## src/rtl/cnt_ones_pipe_pkg.sv

```systemverilog
// Shared types and helpers for the pipelined population-count block.
package cnt_ones_pipe_pkg;

  localparam int DEF_WI_SZ       = 32;
  localparam int DEF_LVL_PER_STG = 2;
  localparam int DEF_ACC_SZ      = 16;

  // Per-stage sideband: word valid and end-of-packet marker.
  typedef struct packed {
    logic vld;
    logic last;
  } sb_t;

  // Ceiling division, used to turn tree levels into register stages.
  function automatic int clog2_ceil_div(input int num, input int den);
    return (num + den - 1) / den;
  endfunction

  // Bit offset of tree level k inside the flattened node vector.
  // Level j holds (pw >> j) partial sums of j+1 bits each.
  function automatic int lvl_off(input int pw, input int k);
    int off;
    off = 0;
    for (int j = 0; j < k; j++) off += (pw >> j) * (j + 1);
    return off;
  endfunction

endpackage

```

## src/rtl/cnt_ones_lvl.sv

```systemverilog
// One combinational adder-tree level: pairs up N_IN partial sums of W_IN bits
// and produces N_IN/2 sums of W_IN+1 bits, so no carry is ever lost.
module cnt_ones_lvl
  import cnt_ones_pipe_pkg::*;
#(
  parameter int N_IN = 2,
  parameter int W_IN = 1
) (
  input  logic [N_IN*W_IN-1:0]       part_i,
  output logic [(N_IN/2)*(W_IN+1)-1:0] sum_o
);

  localparam int WO = W_IN + 1;

  // Add adjacent pairs, each result one bit wider than its operands.
  always_comb begin
    sum_o = '0;
    for (int i = 0; i < N_IN / 2; i++) begin
      sum_o[i*WO +: WO] = WO'(part_i[(2*i)*W_IN +: W_IN])
                        + WO'(part_i[(2*i+1)*W_IN +: W_IN]);
    end
  end

endmodule

```

## src/rtl/cnt_ones_pipe.sv

```systemverilog
// Pipelined population count with valid/ready handshake.
// The input word is zero-padded to a power of two and reduced by a binary
// adder tree; a register stage follows every LVL_PER_STG levels and the final
// level. Whole pipe advances together (no bubble collapsing).
// Optional per-packet saturating accumulator: define CNT_ONES_PIPE_ACC_EN.
module cnt_ones_pipe
  import cnt_ones_pipe_pkg::*;
#(
  parameter int WI_SZ       = DEF_WI_SZ,
  parameter int LVL_PER_STG = DEF_LVL_PER_STG,
  parameter int ACC_SZ      = DEF_ACC_SZ
) (
  input  logic                       clk,
  input  logic                       rst_n,
  input  logic                       in_valid,
  output logic                       in_ready,
  input  logic [WI_SZ-1:0]           in_data,
  input  logic                       in_last,
  output logic                       out_valid,
  input  logic                       out_ready,
  output logic [$clog2(WI_SZ+1)-1:0] out_cnt,
  output logic                       out_last,
  output logic [ACC_SZ-1:0]          out_acc
);

  localparam int LEVELS  = $clog2(WI_SZ);
  localparam int PW      = 1 << LEVELS;
  localparam int NSTG    = clog2_ceil_div(LEVELS, LVL_PER_STG);
  localparam int WO_SZ   = $clog2(WI_SZ + 1);
  localparam int TOT     = lvl_off(PW, LEVELS + 1);
  localparam int OFF_FIN = lvl_off(PW, LEVELS);

  logic            adv;
  logic [TOT-1:0]  node;
  sb_t             sb_q [NSTG];

  // A stalled output freezes every stage so nothing is overwritten.
  assign adv      = !out_valid || out_ready;
  assign in_ready = adv;

  // Level 0 is the padded word itself: padding bits count as zero.
  assign node[PW-1:0] = PW'(in_data);

  for (genvar k = 1; k <= LEVELS; k++) begin : g_lvl
    localparam int NI    = PW >> (k - 1);
    localparam int WOUT  = (NI / 2) * (k + 1);
    localparam int OFF_I = lvl_off(PW, k - 1);
    localparam int OFF_O = lvl_off(PW, k);

    logic [WOUT-1:0] sum_c;

    cnt_ones_lvl #(
      .N_IN (NI),
      .W_IN (k)
    ) u_lvl (
      .part_i (node[OFF_I +: NI*k]),
      .sum_o  (sum_c)
    );

    if ((k % LVL_PER_STG == 0) || (k == LEVELS)) begin : g_reg
      logic [WOUT-1:0] sum_q;

      // Stage boundary register; cleared on reset so out_cnt starts at 0.
      always_ff @(posedge clk or negedge rst_n) begin
        if (!rst_n)   sum_q <= '0;
        else if (adv) sum_q <= sum_c;
      end

      assign node[OFF_O +: WOUT] = sum_q;
    end else begin : g_comb
      assign node[OFF_O +: WOUT] = sum_c;
    end
  end

  // Valid/last sideband shifts in lock-step with the tree registers.
  always_ff @(posedge clk or negedge rst_n) begin
    if (!rst_n) begin
      for (int s = 0; s < NSTG; s++) sb_q[s] <= '0;
    end else if (adv) begin
      sb_q[0].vld  <= in_valid;
      sb_q[0].last <= in_last;
      for (int s = 1; s < NSTG; s++) sb_q[s] <= sb_q[s-1];
    end
  end

  assign out_valid = sb_q[NSTG-1].vld;
  assign out_last  = sb_q[NSTG-1].last;
  assign out_cnt   = WO_SZ'(node[OFF_FIN +: LEVELS+1]);

`ifdef CNT_ONES_PIPE_ACC_EN
  logic [ACC_SZ-1:0] acc_q;
  logic [ACC_SZ-1:0] acc_d;

  // Add with clamp at the all-ones value instead of wrapping.
  function automatic logic [ACC_SZ-1:0] sat_add(input logic [ACC_SZ-1:0] a,
                                                input logic [WO_SZ-1:0]  b);
    logic [ACC_SZ:0] s;
    s = {1'b0, a} + (ACC_SZ+1)'(b);
    return s[ACC_SZ] ? {ACC_SZ{1'b1}} : s[ACC_SZ-1:0];
  endfunction

  assign out_acc = sat_add(acc_q, out_cnt);
  assign acc_d   = out_last ? '0 : out_acc;

  // Running packet total; restarts after the last beat is handed off.
  always_ff @(posedge clk or negedge rst_n) begin
    if (!rst_n)                       acc_q <= '0;
    else if (out_valid && out_ready)  acc_q <= acc_d;
  end
`else
  assign out_acc = '0;
`endif

endmodule

```

## config.mk

```make
export PLATFORM = sky130hd
export DESIGN_NAME = cnt_ones_pipe
export DESIGN_NICKNAME = d
export VERILOG_FILES = /design/src/rtl/cnt_ones_pipe_pkg.sv /design/src/rtl/cnt_ones_lvl.sv /design/src/rtl/cnt_ones_pipe.sv
export SDC_FILE = /design/constraint.sdc
export NUM_CORES = 1
export LEC_CHECK = 0
export CORE_UTILIZATION = 45
export CTS_BUF_LIST = sky130_fd_sc_hd__clkbuf_4
export DETAILED_ROUTE_END_ITERATION = 16
export PLACE_DENSITY = 0.72
export SYNTH_ARGS = -nofsm -noshare
export SYNTH_HDL_FRONTEND = slang
export SYNTH_SLANG_ARGS = --single-unit
```

## constraint.sdc

```tcl
create_clock -name clk -period 6.5 [get_ports clk]
set_input_delay 1.95 -clock clk [delete_from_list [all_inputs] [get_ports clk]]
set_output_delay 1.95 -clock clk [all_outputs]
set_load 0.1 [all_outputs]
```

# Yosys cells after proc, flatten, opt, wreduce, memory -nomap -nowiden

Cells that the tools add are included.

$add $sub $neg: 31
$mul: 0
Divide/modulo/power cells: 0
$lt $le $gt $ge: 0
Equal/unequal tests: 0
Shifts and indexed selects: 0
Muxes and demuxes: 0
Bitwise logic cells: 0
Reductions and logical operators: 2

Operators with widths:

| operator                               | count |
|---|---|
| 1-bit by 1-bit adder with 2-bit output | 16 |
| 2-bit by 2-bit adder with 3-bit output | 8 |
| 3-bit by 3-bit adder with 4-bit output | 4 |
| 4-bit by 4-bit adder with 5-bit output | 2 |
| 5-bit by 5-bit adder with 6-bit output | 1 |
| 1-bit logical NOT                      | 1 |
| 1-bit logical OR                       | 1 |

Register bits: 46
Bits in latches: 0
Bits in writable memories: 0
Bits in read-only memories: 0
Input port bits: 37
Memories: 0

# Logic depth before layout (Yosys ltp)

Gate-level depths: netlist (run 1).

Depth in word-level cells: 2
Depth in mapped cells: 9
Mapped depth without buffers: 9

# Cells and area by module

Synthesis (run 1) repeated with hierarchy kept, for this count alone.

Cell total of the unflattened synthesis: 266
Area total of the unflattened synthesis: 3311.9 um^2

Modules (own cells, without submodules):

| module                         | instances | cells each | area an instance (um^2) | sequential area each (um^2) |
|---|---|---|---|---|
| cnt_ones_pipe                  | 1         | 115        | 1956.9                  | 1151.1 |
| cnt_ones_lvl at g_lvl[2].u_lvl | 1         | 46         | 372.9                   | 0.0 |
| cnt_ones_lvl at g_lvl[3].u_lvl | 1         | 40         | 350.3                   | 0.0 |
| cnt_ones_lvl at g_lvl[4].u_lvl | 1         | 32         | 272.8                   | 0.0 |
| cnt_ones_lvl at g_lvl[1].u_lvl | 1         | 16         | 200.2                   | 0.0 |
| cnt_ones_lvl at g_lvl[5].u_lvl | 1         | 17         | 158.9                   | 0.0 |

# Worst setup path after synthesis (run 1)

No wires, ideal clock.

Path type: input to output
From: in out_ready
To: out in_ready
Arrival time: 2.680 ns
Required time: 4.550 ns
Setup slack: 1.870 ns
Stages: 3
Path through: nand2b_4 > buf_6 > buf_2

Longest elaborated chain between the ends: 1

RTL lines:

| what             | line                | source |
|---|---|---|
| start, declared  | cnt_ones_pipe.sv:20 | `input logic out_ready,` |
| 1-bit logical OR | cnt_ones_pipe.sv:38 | `assign adv = !out_valid \|\| out_ready;` |
| end, declared    | cnt_ones_pipe.sv:16 | `output logic in_ready,` |

No other way between the ends.

# Final worst setup path (run 1)

Same ends and word-level chain as after synthesis.

==> flow_summary.toml, run 1 <==
[placement]
gp_congestion = 0.736
hpwl_um = 3370
port_buffers = 45

[sta]
tns_ns = 0
max_freq_ghz = 0.211
rsz0062_at_grt = "false"
final_max_slew_viol_count = 0
post-route-period-util_pct = 73.0
tightest_slew_ns = 0.991
period_needed_ns = 4.75
holdWs_ns = 0.485
final-setup-viol-count = 0
hold_violations = 0
finClkSkew_ns = 0.0102
slew_headroom_pct = 34.0

[pwr]
p_seq_share_pct = 30.7
peakVddDrop_mv = 0.252
switchingPower_w = 0.000673
p_per_area_mw_per_mm2 = 428
switching_share_pct = 45.8
clockPowerShare_pct = 9.2
combPwrFrac_pct = 60.1
leakage_nw = 1.77
power.internal_w = 0.000797

[detailed_routing]
drtIter0Drc = 63
wl_um = 4290
post_drt_wl_per_cell_um = 11.3
vias_per_cell = 4.62
first_pass_iters = 4
vias = 1762
antenna_left = 0
drc = 0

[worst_setup_path]
cp_data_arrival_time_ns = 2.80
r2r_cells = 7
rrSetupSlack_ns = 4.01
worstReg2RegStart = "g_lvl[2].g_reg.sum_q[1]"
worst-setup-path-type = "in2out"
cp-end-kind = "output port"
start_kind = "primary input"
worst_ep_required_time_ns = 4.55
critPathMaxFanout = 2
r2r_end = "g_lvl[4].g_reg.sum_q[2]"

[clocking]
clock-sinks = 46
cts_max_path_buffers = 2
cts_resized = 0
clk_pin_slew_worst_paths_ns = 0.13
clk_latency_ns = 0.36
numCtsBuffers = 5
h-tree-depth = 2
cts_tree = "done"
cts_root_buf = "clkbuf_4"
cts_setup_buffers = 0
ctsHoldBuffers = 0

[run_status]
status = "complete, no violations"

[synthesis]
synth_top_area_share_pct = 39.0
synth_seq_area_share_pct = 39.0
netlist_instances = 258
yosys.cell_types.count = 24
synth.largest_area_cell = "dfrtp_1"
synth.area.top_cells = "dfrtp_1 (39%), fa_1 (14%), ha_1 (12%)"
ys_ff_latch = 46
syn_area_per_cell_um2 = 11.4
netlist_area_mm2 = 0.00295
yosys_warnings = 0

[final_layout]
n_fill_cell = 580
area_growth_pct = 16.4
seq_area_mm2 = 0.00115
multi_input_area_mm2 = 0.00146
n_antenna_cell = 0
nNetsFinal = 390
final_common_cell = "inv_1"
drive_gt1_share_pct = 13.2
mostFrequentLayoutCells = "inv_1 (58), dfrtp_1 (46), clkdlybuf4s50_1 (43)"

[die]
core_area_mm2 = 0.00635
dieArea_mm2 = 0.00688
die_h_um = 82.9
io_pins = 62
rows = 29
start_util_pct = 46.4
dieWidth_um = 82.9

[hold_path]
min_path_cells = 1
min_path_type = "reg2reg"
min_from = "sb_q[3]"
min_to = "out_valid"

[job]
drv_cap = 0

[global_routing]
overflow = 0
grt_pass1_wl_um = 8110
grt_max_degree = 63
grt_pass1_vias = 1831
grt_use_total_pct = 14.5
antenna_found_initial = 0
## cells by family (layout without fill, tap and decap cells)
logic type	after synthesis	in the layout	synth area share (%)
xor+xnor	5	5	1.49
compound gates	28	28	5.39
buf+inv	81	112	13.5
mux	29	29	11.2
simple gates	18	18	2.72
other cells	1	16	0.127
flops	46	46	39.0
fa+ha+maj	50	50	26.6
## routing by layer
metal  routed length, µm  up-vias  part of all wire (%)  track usage, %
met5                   0        -                     0               0
li1                    -      864                     -               -
met1                1870      851                    44            18.0
met3                 180        6                   4.2            3.68
met2                2180       41                    51            25.2
met4                  54        0                   1.3            3.76
## critical path, cell delays in order
cell and delay, ns:
clkdlybuf4s50_1 0.45, nand2b_4 0.11, buf_4 0.28
## flip-flops by register name (all words and copies together), names as in the netlist
register and flops:
g_lvl.g_reg.sum_q 34, out_cnt 6, out_last 1, out_valid 1
sb_q 4
## synth_stat cells
cell       n
ha_1      29
o21bai_1   1
buf_2      2
mux2_2    26
a21o_1     4
mux2_1     2
nand2b_4   1
dfrtp_1   46
a21oi_1   12
fa_1      21
a21oi_2    1
inv_1     58
nor2_1     8
o21ai_0    9
conb_1     1
a211oi_1   1
buf_6      4
nand2b_1   1
xor2_1     2
clkbuf_1   1
nand2_1    8
xnor2_1    3
buf_4     16
mux2_4     1
## cell type report
type,instances,area share [%]
flip-flops and latches,46,33.6
inverters,58,6.35
repair buffers,46,13.1
clock buffers,5,1.09
well taps,77,2.81
clock inverters,3,0.620
multi-input cells,146,42.5
## through the flow
| step | total power (W) | area, µm² | cells | setup slack [ns] | util [%] |
|---|---|---|---|---|---|
| after floorplan | 0.00117 | 3000 | 273 | 1.87 | - |
| after global placement | 0.00133 | 3370 | 373 | 1.75 | 53.1 |
| after detailed placement | 0.00135 | 3370 | 373 | 1.75 | 53.1 |
| after CTS | 0.00149 | 3430 | 381 | 1.75 | 54.0 |
| after global routing | 0.00161 | 3430 | 381 | 1.72 | 54.0 |
| final | 0.00147 | 3430 | 381 | 1.75 | 54.0 |
## worst max path at each step
stage	from	endpoint	slack, ns	cells after the start
6_report	out_ready	in_ready	1.75	3
5_1_grt	out_ready	in_ready	1.72	3
4_1_cts	out_ready	in_ready	1.75	3
3_5_place_dp	out_ready	in_ready	1.75	3
3_3_place_gp	out_ready	in_ready	1.75	3
2_1_floorplan	out_ready	in_ready	1.87	3
## power groups by stage
stage               Clock (W)  Combinational [W]  Sequential (W)
CTS                  0.000141           0.000898        0.000454
global route         0.000155           0.000989        0.000467
detailed placement          0           0.000891        0.000460
finish               0.000136           0.000883        0.000451
global placement            0           0.000875        0.000457
floorplan                   0           0.000549        0.000618
Power figures use the tool's default switching activity.
==> run 2: changes to the inputs <==
Clock period 6.5 ns to 4.5 ns, I/O delays scaled along.
==> run 2 against run 1 <==
Combinational power rose by 47%; die area did not move; worst hold slack got worse by 0.0030 ns; first-iteration DRC count fell by 22%; register-to-register slack worse by 2.0 ns; power is 50% higher; largest power group unchanged; highest routed layer unchanged.
==> flow_summary.toml, run 2 (same netlist as run 1, synthesis figures left out) <==
[placement]
dp.cells = 373
dpl_cell_area_mm2 = 0.00338
hpwl_um = 3340
port_buffers = 45
gp_congestion = 0.711

[clocking]
cts_tree = "done"
clk_latency_ns = 0.35
cts_root_buf = "clkbuf_4"
clock-sinks = 46
h-tree-depth = 2
ctsHoldBuffers = 0
numCtsBuffers = 5
clk_pin_slew_worst_paths_ns = 0.12
cts_setup_buffers = 0
cts_max_path_buffers = 2
cts_resized = 0

[hold_path]
min_from = "sb_q[3]"
min_path_type = "reg2reg"
min_path_cells = 1
min_to = "out_valid"

[detailed_routing]
vias_per_cell = 4.64
post_drt_wl_per_cell_um = 11.3
drtIter0Drc = 49
drc = 0
antenna_left = 0
vias = 1769
first_pass_iters = 4
wl_um = 4320

[pwr]
p_per_area_mw_per_mm2 = 636
peakVddDrop_mv = 0.396
leakage_nw = 1.79
finalPower_w = 0.00221

[worst_setup_path]
rrSetupSlack_ns = 2.01
r2r_cells = 7
start_kind = "primary input"
critPathMaxFanout = 2
worstReg2RegStart = "g_lvl[2].g_reg.sum_q[1]"
worst-setup-path-type = "in2out"
cp-end-kind = "output port"
cp_data_arrival_time_ns = 2.11
r2r_end = "g_lvl[4].g_reg.sum_q[2]"
worst_ep_required_time_ns = 3.15

[final_layout]
mostFrequentLayoutCells = "inv_1 (58), dfrtp_1 (46), clkdlybuf4s50_1 (43)"
n_fill_cell = 558
layout.cells.non_filler = 381
n_antenna_cell = 0
final_cell_area_mm2 = 0.00347
final_common_cell = "inv_1"
top_register = "g_lvl.g_reg.sum_q"
area_growth_pct = 17.6
largest_reg_flops = 34
nNetsFinal = 390
drive_gt1_share_pct = 13.2
post-route-util_pct = 54.6

[sta]
finClkSkew_ns = 0.00570
post-route-period-util_pct = 76.8
final-setup-viol-count = 0
max_freq_ghz = 0.289
tns_ns = 0
hold_violations = 0
rsz0062_at_grt = "false"
slew_headroom_pct = 34.6
final_max_slew_viol_count = 0
tightest_slew_ns = 0.982
period_needed_ns = 3.46

[die]
die_h_um = 82.9
io_pins = 62
core_area_mm2 = 0.00635
dieWidth_um = 82.9
dieArea_mm2 = 0.00688
start_util_pct = 46.4
rows = 29

[job]
drv_cap = 0

[global_routing]
grt_max_degree = 63
antenna_found_initial = 0
overflow = 0
grt_pass1_vias = 1922
grt_use_total_pct = 14.4
grt_pass1_wl_um = 8040

[run_status]
status = "complete, no violations"
-- run 2: changes by cell type in the layout (fill, tap and decap cells not counted), sizes merged --
cell / before / now
clkbuf: 5 / 7
clkinv: 2 / 0
bufinv: 0 / 1
clkinvlp: 1 / 0
-- run 2: per-layer routing --
layer	global-route usage, %	routed length [µm]	vias up
met4	4.23	54	0
met5	0	0	-
met1	17.3	1910	863
li1	-	-	861
met3	3.28	170	5
met2	25.6	2190	40
-- run 2: where the power goes --
group | switching [W] | total, W | internal, W
combinational | 0.000759 | 0.00130 | 0.000537
sequential | 0.0000878 | 0.000652 | 0.000564
clock | 0.000128 | 0.000258 | 0.000130
total | 0.000975 | 0.00221 | 0.00123
-- run 2: per-stage QoR --
step	worst slack (ns)	hold WS, ns
after CTS	1.04	0.493
after global routing	1.01	0.518
final	1.04	0.482
after floorplan	1.07	0.430
after detailed placement	1.04	0.463
after global placement	1.05	0.446
-- run 2: worst max-delay path by stage --
stage | from | end | slack, ns | cells past startpoint
finish | out_ready | in_ready | 1.04 | 3
global route | out_ready | in_ready | 1.01 | 3
CTS | out_ready | in_ready | 1.04 | 3
detailed placement | out_ready | in_ready | 1.04 | 3
global placement | out_ready | in_ready | 1.05 | 3
floorplan | out_ready | in_ready | 1.07 | 3
-- run 2: worst max-delay path: stages --
cell             delay [ns]
clkdlybuf4s50_1        0.46
nand2b_4               0.13
buf_12                 0.17
-- run 2: area by class of cell --
cell class,count,area (µm²),share of cell area (%)
multi-input cells,146,1460,42.0
flip-flops and latches,46,1150,33.2
repair buffers,46,463,13.4
inverters,58,218,6.28
well taps,77,96.3,2.78
clock buffers,7,52.6,1.52
clock inverters,1,30.0,0.866
